`src/rtl/writeback_unit.sv`:
```
// Writeback stage: retires ALU/PC+4 results immediately and holds for one load at a time.
// Optional WB_TRACE_EN macro adds a simulation trace of register writes and error events.
module writeback_unit #(
  parameter int TIMEOUT = 255
) (
  input  logic        clk,
  input  logic        reset,
  input  logic        in_valid,
  output logic        in_ready,
  input  logic [4:0]  in_rd,
  input  logic [1:0]  in_src,
  input  logic [31:0] in_alu_result,
  input  logic [31:0] in_pc4,
  input  logic [2:0]  in_funct3,
  input  logic [1:0]  in_addr_lo,
  input  logic        mem_rvalid,
  input  logic [31:0] mem_rdata,
  output logic [4:0]  rd,
  output logic        writeEnable,
  output logic [31:0] data,
  output logic        stall,
  output logic        pend_valid,
  output logic [4:0]  pend_rd,
  output logic        err_misalign,
  output logic        err_funct3,
  output logic        err_timeout,
  output logic        state_dbg
);

  // Handshake: an instruction is taken on a rising edge where in_valid && in_ready;
  // in_ready is high only in IDLE, so a load in flight holds off everything behind it.

  typedef enum logic {IDLE = 1'b0, WAIT_MEM = 1'b1} state_t;

  localparam int CW = (TIMEOUT < 2) ? 1 : $clog2(TIMEOUT);
  localparam logic [CW-1:0] CNT_LAST = CW'(TIMEOUT - 1);

  state_t        state_q, state_d;
  logic [CW-1:0] cnt_q;
  logic [4:0]    lat_rd;
  logic [2:0]    lat_funct3;
  logic [1:0]    lat_addr_lo;

  logic          accept_load;
  logic [7:0]    ld_byte;
  logic [15:0]   ld_half;
  logic [31:0]   ld_data;
  logic          ld_mis, ld_bad_f3;

  logic          upd;
  logic [4:0]    wr_rd;
  logic [31:0]   wr_data;
  logic          set_mis, set_f3, set_to;

  assign accept_load = (state_q == IDLE) && in_valid && (in_src == 2'b01);

  // State register
  always_ff @(posedge clk) begin
    if (reset) state_q <= IDLE;
    else       state_q <= state_d;
  end

  // Next-state logic
  always_comb begin
    state_d = state_q;
    case (state_q)
      IDLE:     if (accept_load) state_d = WAIT_MEM;
      WAIT_MEM: if (mem_rvalid || (cnt_q == CNT_LAST)) state_d = IDLE;
      default:  state_d = IDLE;
    endcase
  end

  // Load data extraction from the aligned word
  always_comb begin
    case (lat_addr_lo)
      2'd0:    ld_byte = mem_rdata[7:0];
      2'd1:    ld_byte = mem_rdata[15:8];
      2'd2:    ld_byte = mem_rdata[23:16];
      default: ld_byte = mem_rdata[31:24];
    endcase
    ld_half   = lat_addr_lo[1] ? mem_rdata[31:16] : mem_rdata[15:0];
    ld_data   = 32'h0;
    ld_mis    = 1'b0;
    ld_bad_f3 = 1'b0;
    case (lat_funct3)
      3'b000:  ld_data = {{24{ld_byte[7]}}, ld_byte};
      3'b100:  ld_data = {24'h0, ld_byte};
      3'b001: begin
        ld_data = {{16{ld_half[15]}}, ld_half};
        ld_mis  = lat_addr_lo[0];
      end
      3'b101: begin
        ld_data = {16'h0, ld_half};
        ld_mis  = lat_addr_lo[0];
      end
      3'b010: begin
        ld_data = mem_rdata;
        ld_mis  = |lat_addr_lo;
      end
      default: ld_bad_f3 = 1'b1;
    endcase
  end

  // Output logic: write-port update and error events for this cycle
  always_comb begin
    upd     = 1'b0;
    wr_rd   = 5'd0;
    wr_data = 32'h0;
    set_mis = 1'b0;
    set_f3  = 1'b0;
    set_to  = 1'b0;
    case (state_q)
      IDLE: begin
        if (in_valid && (in_src == 2'b00)) begin
          upd     = 1'b1;
          wr_rd   = in_rd;
          wr_data = in_alu_result;
        end else if (in_valid && (in_src == 2'b10)) begin
          upd     = 1'b1;
          wr_rd   = in_rd;
          wr_data = in_pc4;
        end
      end
      WAIT_MEM: begin
        if (mem_rvalid) begin
          if (ld_bad_f3) begin
            set_f3 = 1'b1;
          end else if (ld_mis) begin
            set_mis = 1'b1;
          end else begin
            upd     = 1'b1;
            wr_rd   = lat_rd;
            wr_data = ld_data;
          end
        end else if (cnt_q == CNT_LAST) begin
          set_to = 1'b1;
        end
      end
      default: ;
    endcase
    in_ready   = (state_q == IDLE);
    stall      = !in_ready;
    pend_valid = (state_q == WAIT_MEM);
    pend_rd    = pend_valid ? lat_rd : 5'd0;
    state_dbg  = state_q;
  end

  // Datapath registers; x0 never gets a write strobe but still shows the data
  always_ff @(posedge clk) begin
    if (reset) begin
      cnt_q        <= '0;
      lat_rd       <= 5'd0;
      lat_funct3   <= 3'd0;
      lat_addr_lo  <= 2'd0;
      rd           <= 5'd0;
      writeEnable  <= 1'b0;
      data         <= 32'h0;
      err_misalign <= 1'b0;
      err_funct3   <= 1'b0;
      err_timeout  <= 1'b0;
    end else begin
      if (accept_load) begin
        lat_rd      <= in_rd;
        lat_funct3  <= in_funct3;
        lat_addr_lo <= in_addr_lo;
      end
      if ((state_q == WAIT_MEM) && (state_d == WAIT_MEM)) cnt_q <= cnt_q + 1'b1;
      else                                                 cnt_q <= '0;
      writeEnable <= upd && (wr_rd != 5'd0);
      if (upd) begin
        rd   <= wr_rd;
        data <= wr_data;
      end
      err_misalign <= err_misalign | set_mis;
      err_funct3   <= err_funct3   | set_f3;
      err_timeout  <= err_timeout  | set_to;
    end
  end

`ifdef WB_TRACE_EN
  logic [2:0] err_prev;
  always_ff @(posedge clk) begin
    err_prev <= {err_misalign, err_funct3, err_timeout};
    if (writeEnable) $display("WB x%0d = %0d", rd, data);
    if (err_misalign && !err_prev[2]) $display("WB err_misalign");
    if (err_funct3   && !err_prev[1]) $display("WB err_funct3");
    if (err_timeout  && !err_prev[0]) $display("WB err_timeout");
  end
`endif

endmodule

```
`config.mk`:
```
export PLATFORM = sky130hd
export DESIGN_NAME = writeback_unit
export DESIGN_NICKNAME = d
export VERILOG_FILES = /design/src/rtl/writeback_unit.sv
export SDC_FILE = /design/constraint.sdc
export NUM_CORES = 1
export LEC_CHECK = 0
export BUFFER_PORTS_ARGS = -buffer_cell sky130_fd_sc_hd__buf_2
export CORE_MARGIN = 3
export CORE_UTILIZATION = 33
export DETAILED_ROUTE_END_ITERATION = 6
export GPL_ROUTABILITY_DRIVEN = 0
export PLACE_DENSITY = 0.61
export SLEW_MARGIN = 5
export SYNTH_ARGS = -nofsm -noshare
export SYNTH_HDL_FRONTEND = slang
export SYNTH_SLANG_ARGS = --single-unit
```
`constraint.sdc`:
```
create_clock -name clk -period 4.6 [get_ports clk]
set_input_delay 0.69 -clock clk [delete_from_list [all_inputs] [get_ports clk]]
set_output_delay 0.69 -clock clk [all_outputs]
set_load 0.01 [all_outputs]
```
==> results of run 1 <==
==> worst paths after layout <==
path,slack (ns),startpoint,cells past startpoint,endpoint
setup / recovery,2.10,lat_addr_lo[1],4,data[21]
hold / removal,0.46,err_timeout,2,err_timeout
setup reg to reg,2.10,lat_addr_lo[1],4,data[21]
hold reg to reg,0.46,err_timeout,2,err_timeout
==> through the flow <==
stage	hold slack [ns]	total power, mW	util [%]	instances	area [um^2]
floorplan	0.430	0.704	-	386	3330
global placement	0.445	0.801	42.2	647	4140
detailed placement	0.449	0.806	42.2	647	4140
CTS	0.465	1.23	43.9	662	4310
global route	0.486	1.27	43.9	662	4310
finish	0.461	1.22	43.9	663	4320
==> where the power goes <==
| part | internal [mW] | switching, mW | leakage, nW |
|---|---|---|---|
| sequential | 0.545 | 0.0173 | 0.489 |
| clock | 0.221 | 0.202 | 0.0893 |
| combinational | 0.108 | 0.123 | 1.39 |
| total | 0.874 | 0.342 | 1.96 |
==> layout by cell type, fill, tap and decap left out, types with 3 or more instances in the layout <==
cell type | Yosys | layout
clkbuf_8 | 0 | 11
a222oi_1 | 8 | 8
and2_1 | 6 | 6
a221oi_1 | 6 | 6
a22oi_1 | 13 | 13
mux2_2 | 8 | 8
inv_1 | 5 | 5
or4_1 | 3 | 3
nand2_1 | 22 | 22
a221oi_2 | 10 | 10
xnor2_1 | 3 | 3
o21ai_0 | 13 | 12
a211o_1 | 8 | 8
xor2_1 | 3 | 3
buf_2 | 2 | 161
nor2_1 | 46 | 46
nand3_1 | 9 | 9
mux2i_1 | 33 | 33
a21oi_1 | 49 | 49
a31oi_1 | 17 | 17
dfxtp_1 | 60 | 60
==> worst register-to-register path, cell delays in order (launching register included) <==
cell and delay (ns):
dfxtp_1 0.48, nor4_1 0.56, o21a_1 0.35, and3_1 0.76, a221oi_1 0.19
==> layer usage <==
layer,part of all wire [%],wire (um),GRT usage [%]
met4,1.7,191,6.12
met2,48,5340,32.4
met1,41,4550,23.4
met5,0.063,7,0
met3,9.3,1030,6.25
==> registers in the layout, summed over array words and instances, names as in the netlist <==
| name | flops |
|---|---|
| data | 32 |
| cnt_q | 8 |
| lat_rd | 5 |
| rd | 5 |
| lat_funct3 | 3 |
| lat_addr_lo | 2 |
| err_funct3 | 1 |
| err_misalign | 1 |
| err_timeout | 1 |
| pend_valid | 1 |
| writeEnable | 1 |
==> layout make-up <==
cell class / count / area, um^2
repair buffers: 163 / 821
multi-input cells: 286 / 1940
fillers: 1048 / 5500
clock inverters: 2 / 10.0
well taps: 133 / 166
inverters: 5 / 18.8
flip-flops and latches: 60 / 1200
clock buffers: 13 / 159
diodes: 1 / 2.50
==> kinds of logic after synthesis <==
family	after synthesis	share of synthesized area (%)
adders and majority gates	2	0.751
xor gates and xnor gates	6	1.58
muxes	41	12.6
DFF	60	36.0
AOI/OAI and AO/OA	131	27.6
and+or+nand+nor	106	15.4
buffers and inverters	40	5.97
==> impl_metrics.py, run 1 <==
metrics = {
    "floorplan": {
        "dieArea_um2": 11300,
        "initial_core_util_pct": 33.9,
        "rows": 36,
        "core_area_um2": 9820,
        "die_y_um": 107,
        "die_w_um": 107,
        "pin_count": 162,
    },
    "logic_synthesis": {
        "yosys-top-cells-area": "dfxtp_1 36%, mux2i_1 9.9%, a21oi_1 7.4%",
        "synthFlopType": "dfxtp_1",
        "ys_seq_elements": 60,
        "yosys-top-cells-count": "60 x dfxtp_1, 49 x a21oi_1, 46 x nor2_1, 33 x mux2i_1, 22 x nand2_1",
        "synth_cell_type_count": 46,
        "ys.warnings.count": 0,
        "synthArstFlopShare_pct": 0,
        "synth_edf_count": 0,
        "synth_top_cell_by_area": "dfxtp_1",
        "syn-num-nets": 500,
        "syn_inst": 386,
        "yosysMostFrequentCell": "dfxtp_1",
        "yosysSeqAreaShare_pct": 36.0,
        "syn_area_um2": 3330,
        "yosysTopAreaCellShare_pct": 36.0,
        "syn_area_per_cell_um2": 8.64,
    },
    "job": {
        "cap_violations": 0,
    },
    "power": {
        "leakage_nw": 1.96,
        "p_per_area_nw_per_um2": 282,
        "ir_drop_mv": 0.190,
    },
    "worst_setup_path": {
        "critical_path.max_fanout": 16,
        "cpLargestDelayFamily": "simple AND/OR/NAND/NOR gates",
        "cp_slowest_cell": "and3_1",
        "cp_cell_sequence": "nor4_1 -> o21a_1 -> and3_1 -> a221oi_1",
        "setup.worst_path.class": "flip-flop to flip-flop",
        "cpPeakStageDelay_ns": 0.76,
        "critPathBufInv": 0,
        "setup.worst_path.start_class": "flip-flop",
        "worstPathRequired_ns": 4.77,
        "arrival_ns": 2.67,
        "critPathCaptureType": "flip-flop",
    },
    "cells_and_area": {
        "fin_nets": 639,
        "synthToLayoutAreaGrowth_pct": 29.5,
        "drive_above_1_share_pct": 38.0,
    },
    "grt": {
        "grt_overflow_total": 0,
        "grt_pass1_vias": 3376,
        "grtUsageTotal_pct": 19.3,
        "grt_max_degree": 42,
        "antenna_found_initial": 1,
        "grt_pass1_wl_um": 17300,
    },
    "timing": {
        "skew_ns": 0.00503,
        "rsz0062_at_grt": "false",
        "final_hold_viol_count": 0,
        "min_period_ns": 2.50,
        "finalCritPeriodShare_pct": 54.4,
        "maxSlewViolCount": 0,
        "setup_viol": 0,
        "slew_headroom_pct": 29.3,
        "tightestPinTransition_ns": 1.06,
        "tns_ns": 0,
        "fin_ws_ns": 2.10,
        "fmax_mhz": 400,
    },
    "cts": {
        "post_cts_buffers": 0,
        "cts_tree": "yes",
        "clkSlewWorstSetupHoldPaths_ns": 0.07,
        "cts_buffer_depth": 2,
        "root_buffer": "clkbuf_8",
        "cts_htree_levels": 3,
        "clk_latency_ns": 0.34,
        "cts_buffers": 9,
        "cts_sinks": 60,
        "ctsResizeCount": 0,
        "ctsHoldBuffers": 0,
    },
    "routing": {
        "routed-via-count": 3531,
        "wire_per_inst_um": 16.8,
        "first_pass_iters": 7,
        "routed_via_density": 5.33,
        "wl_um": 11100,
        "drc": 0,
        "drt_iter0_markers": 180,
        "ant_nets": 0,
    },
    "outcome": {
        "status": "completed",
    },
    "placed_design": {
        "io_buffers": 161,
        "dp_hpwl_um": 8430,
        "dp_worst_setup_slack_ns": 1.94,
    },
    "hold_path": {
        "hp-class": "flip-flop to flip-flop",
    },
}
Note: power is estimated with default switching activity, not from simulation.
==> run 2, diff against run 1 <==
- PLACE_DENSITY: 0.61 -> 0.63
- clock period: 4.6 -> 2.2 ns (I/O delays scaled with it)
==> impl_metrics.py, run 2 (synthesis gave the netlist of run 1 again) <==
metrics = {
    "timing": {
        "skew_ns": 0.00841,
        "maxSlewViolCount": 0,
        "rsz0062_at_grt": "false",
        "tightestPinTransition_ns": 0.753,
        "setup_viol": 0,
        "fmax_mhz": 486,
        "tns_ns": 0,
        "slew_headroom_pct": 49.6,
        "final_hold_viol_count": 0,
        "fin_ws_ns": 0.144,
        "min_period_ns": 2.06,
        "finalCritPeriodShare_pct": 93.5,
    },
    "cells_and_area": {
        "synthToLayoutAreaGrowth_pct": 33.4,
        "layout_commonest_cell": "buf_2",
        "antennaDiodeCount": 0,
        "reg_top3": "data x32, cnt_q x8",
        "largest-register": "data",
        "fin_nets": 650,
        "layout_common_cells": "161 x buf_2, 60 x dfxtp_1, 49 x a21oi_1",
        "largest_reg_flops": 32,
        "fillers": 1025,
        "drive_above_1_share_pct": 39.9,
    },
    "worst_setup_path": {
        "worstPathRequired_ns": 2.43,
        "cpPeakStageDelay_ns": 0.55,
        "cp_cell_sequence": "or2_4 -> or4_4 -> and3_2 -> a221oi_1",
        "timing.rr.start": "lat_funct3[0]",
        "critPathCaptureType": "flip-flop",
        "cp_slowest_cell": "or4_4",
        "arrival_ns": 2.28,
        "setup.worst_path.start_class": "flip-flop",
        "cpLargestDelayFamily": "simple AND/OR/NAND/NOR gates",
        "setup.worst_path.class": "flip-flop to flip-flop",
        "critical_path.max_fanout": 16,
        "r2r_cells": 4,
        "critPathBufInv": 0,
        "reg2reg_slack_ns": 0.14,
        "worstReg2RegEnd": "data[21]",
    },
    "grt": {
        "grt_max_degree": 36,
        "grt_pass1_vias": 3441,
        "grtUsageTotal_pct": 19.2,
        "groute.layer.met1.usage_pct": 22.6,
        "busiest_layer": "met2",
        "grt_pass1_wl_um": 17200,
        "grt_overflow_total": 0,
        "use_met2_pct": 33.1,
        "antenna_found_initial": 0,
        "grt.met3_usage_pct": 5.83,
    },
    "outcome": {
        "status": "completed",
    },
    "routing": {
        "drc": 0,
        "drt_iter0_markers": 146,
        "wire_per_inst_um": 16.5,
        "routed_via_density": 5.23,
        "first_pass_iters": 4,
        "routed-via-count": 3526,
        "ant_nets": 0,
        "wl_um": 11100,
    },
    "power": {
        "leakage_nw": 2.04,
        "ir_drop_mv": 0.416,
        "p_switching_mw": 0.727,
        "power_frac_comb_pct": 18.5,
        "clkPwrFrac_pct": 37.8,
        "power.switching_fraction_pct": 27.1,
        "internal_power_mw": 1.96,
        "seq_power_share_pct": 43.7,
        "p_per_area_nw_per_um2": 604,
    },
    "floorplan": {
        "core_area_um2": 9820,
        "die_y_um": 107,
        "pin_count": 162,
        "dieArea_um2": 11300,
        "rows": 36,
        "initial_core_util_pct": 33.9,
        "die_w_um": 107,
    },
    "cts": {
        "cts_htree_levels": 3,
        "clkSlewWorstSetupHoldPaths_ns": 0.07,
        "root_buffer": "clkbuf_8",
        "cts_buffers": 9,
        "cts_buffer_depth": 2,
        "cts_sinks": 60,
        "cts_tree": "yes",
        "clk_latency_ns": 0.33,
    },
    "job": {
        "cap_violations": 0,
    },
    "placed_design": {
        "io_buffers": 161,
        "dp_hpwl_um": 8610,
        "dp_worst_setup_slack_ns": -0.00227,
    },
    "hold_path": {
        "min_to": "lat_funct3[2]",
        "whs_path_depth": 3,
        "hp-start": "in_funct3[2]",
        "hp-class": "input pin to flip-flop",
    },
}
==> run 2: cell count changes in the layout (fill, tap and decap cells not counted) <==
cell        delta
bufinv_16      +1
and3_2         +1
nor3_1         -1
nor3_2         +1
buf_12         +1
clkbuf_1       -1
clkinvlp_4     +1
buf_4         +10
and3_1         -1
diode_2        -1
==> run 2: worst reg2reg max path, stage by stage (launching register included) <==
cell and delay, ns:
dfxtp_1 0.38, or2_4 0.29, or4_4 0.55, and3_2 0.38, a221oi_1 0.36
==> run 2: worst max path at each step <==
stage	from	to	slack, ns	cells past startpoint
3_3_place_gp	lat_funct3[0]	data[16]	0.12	4
3_5_place_dp	lat_funct3[0]	data[21]	-0.002	4
4_1_cts	lat_funct3[1]	data[10]	0.11	5
6_report	lat_funct3[0]	data[21]	0.14	4
2_1_floorplan	lat_funct3[0]	data[22]	0.23	8
5_1_grt	lat_funct3[0]	data[17]	0.03	4
==> run 2: power by group through the flow <==
stage	Combinational, mW	Sequential, mW	Clock (mW)
after CTS	0.499	1.17	1.06
final	0.496	1.17	1.02
after floorplan	0.260	1.21	0
after global placement	0.489	1.20	0
after global routing	0.550	1.18	1.10
after detailed placement	0.497	1.20	0
==> run 2: routing by layer <==
layer | vias up | routed length [um]
li1 | 1749 | -
met3 | 15 | 916
met1 | 1626 | 4560
met2 | 136 | 5410
met5 | - | 0
met4 | 0 | 225
==> run 2: area by class of cell <==
| type | instances | area, um^2 | share of cell area, % |
|---|---|---|---|
| Clock buffer | 12 | 155 | 3.49 |
| Multi-Input combinational cell | 286 | 1940 | 43.7 |
| Tap cell | 133 | 166 | 3.74 |
| Inverter | 5 | 18.8 | 0.422 |
| Sequential cell | 60 | 1200 | 27.0 |
| Clock inverter | 4 | 47.5 | 1.07 |
| Timing Repair Buffer | 174 | 916 | 20.6 |
==> run 2: repair_timing <==
action / in CTS / in global routing
endpoints found under the setup margin: 1 / 6
hold buffers: 0 / 0
buffers inserted: 0 / 0
gates resized for setup: 1 / 1
endpoints found under the hold margin: 0 / 0
cloned: 0 / 0
==> run 2: stage by stage <==
stage / hold WS (ns) / cell area (um^2) / instances / power, mW / util (%)
CTS: 0.223 / 4440 / 674 / 2.73 / 45.2
global placement: 0.444 / 4240 / 658 / 1.69 / 43.2
global route: 0.248 / 4450 / 674 / 2.83 / 45.3
finish: 0.253 / 4450 / 674 / 2.69 / 45.3
floorplan: 0.430 / 3330 / 386 / 1.47 / -
detailed placement: 0.453 / 4240 / 658 / 1.70 / 43.2
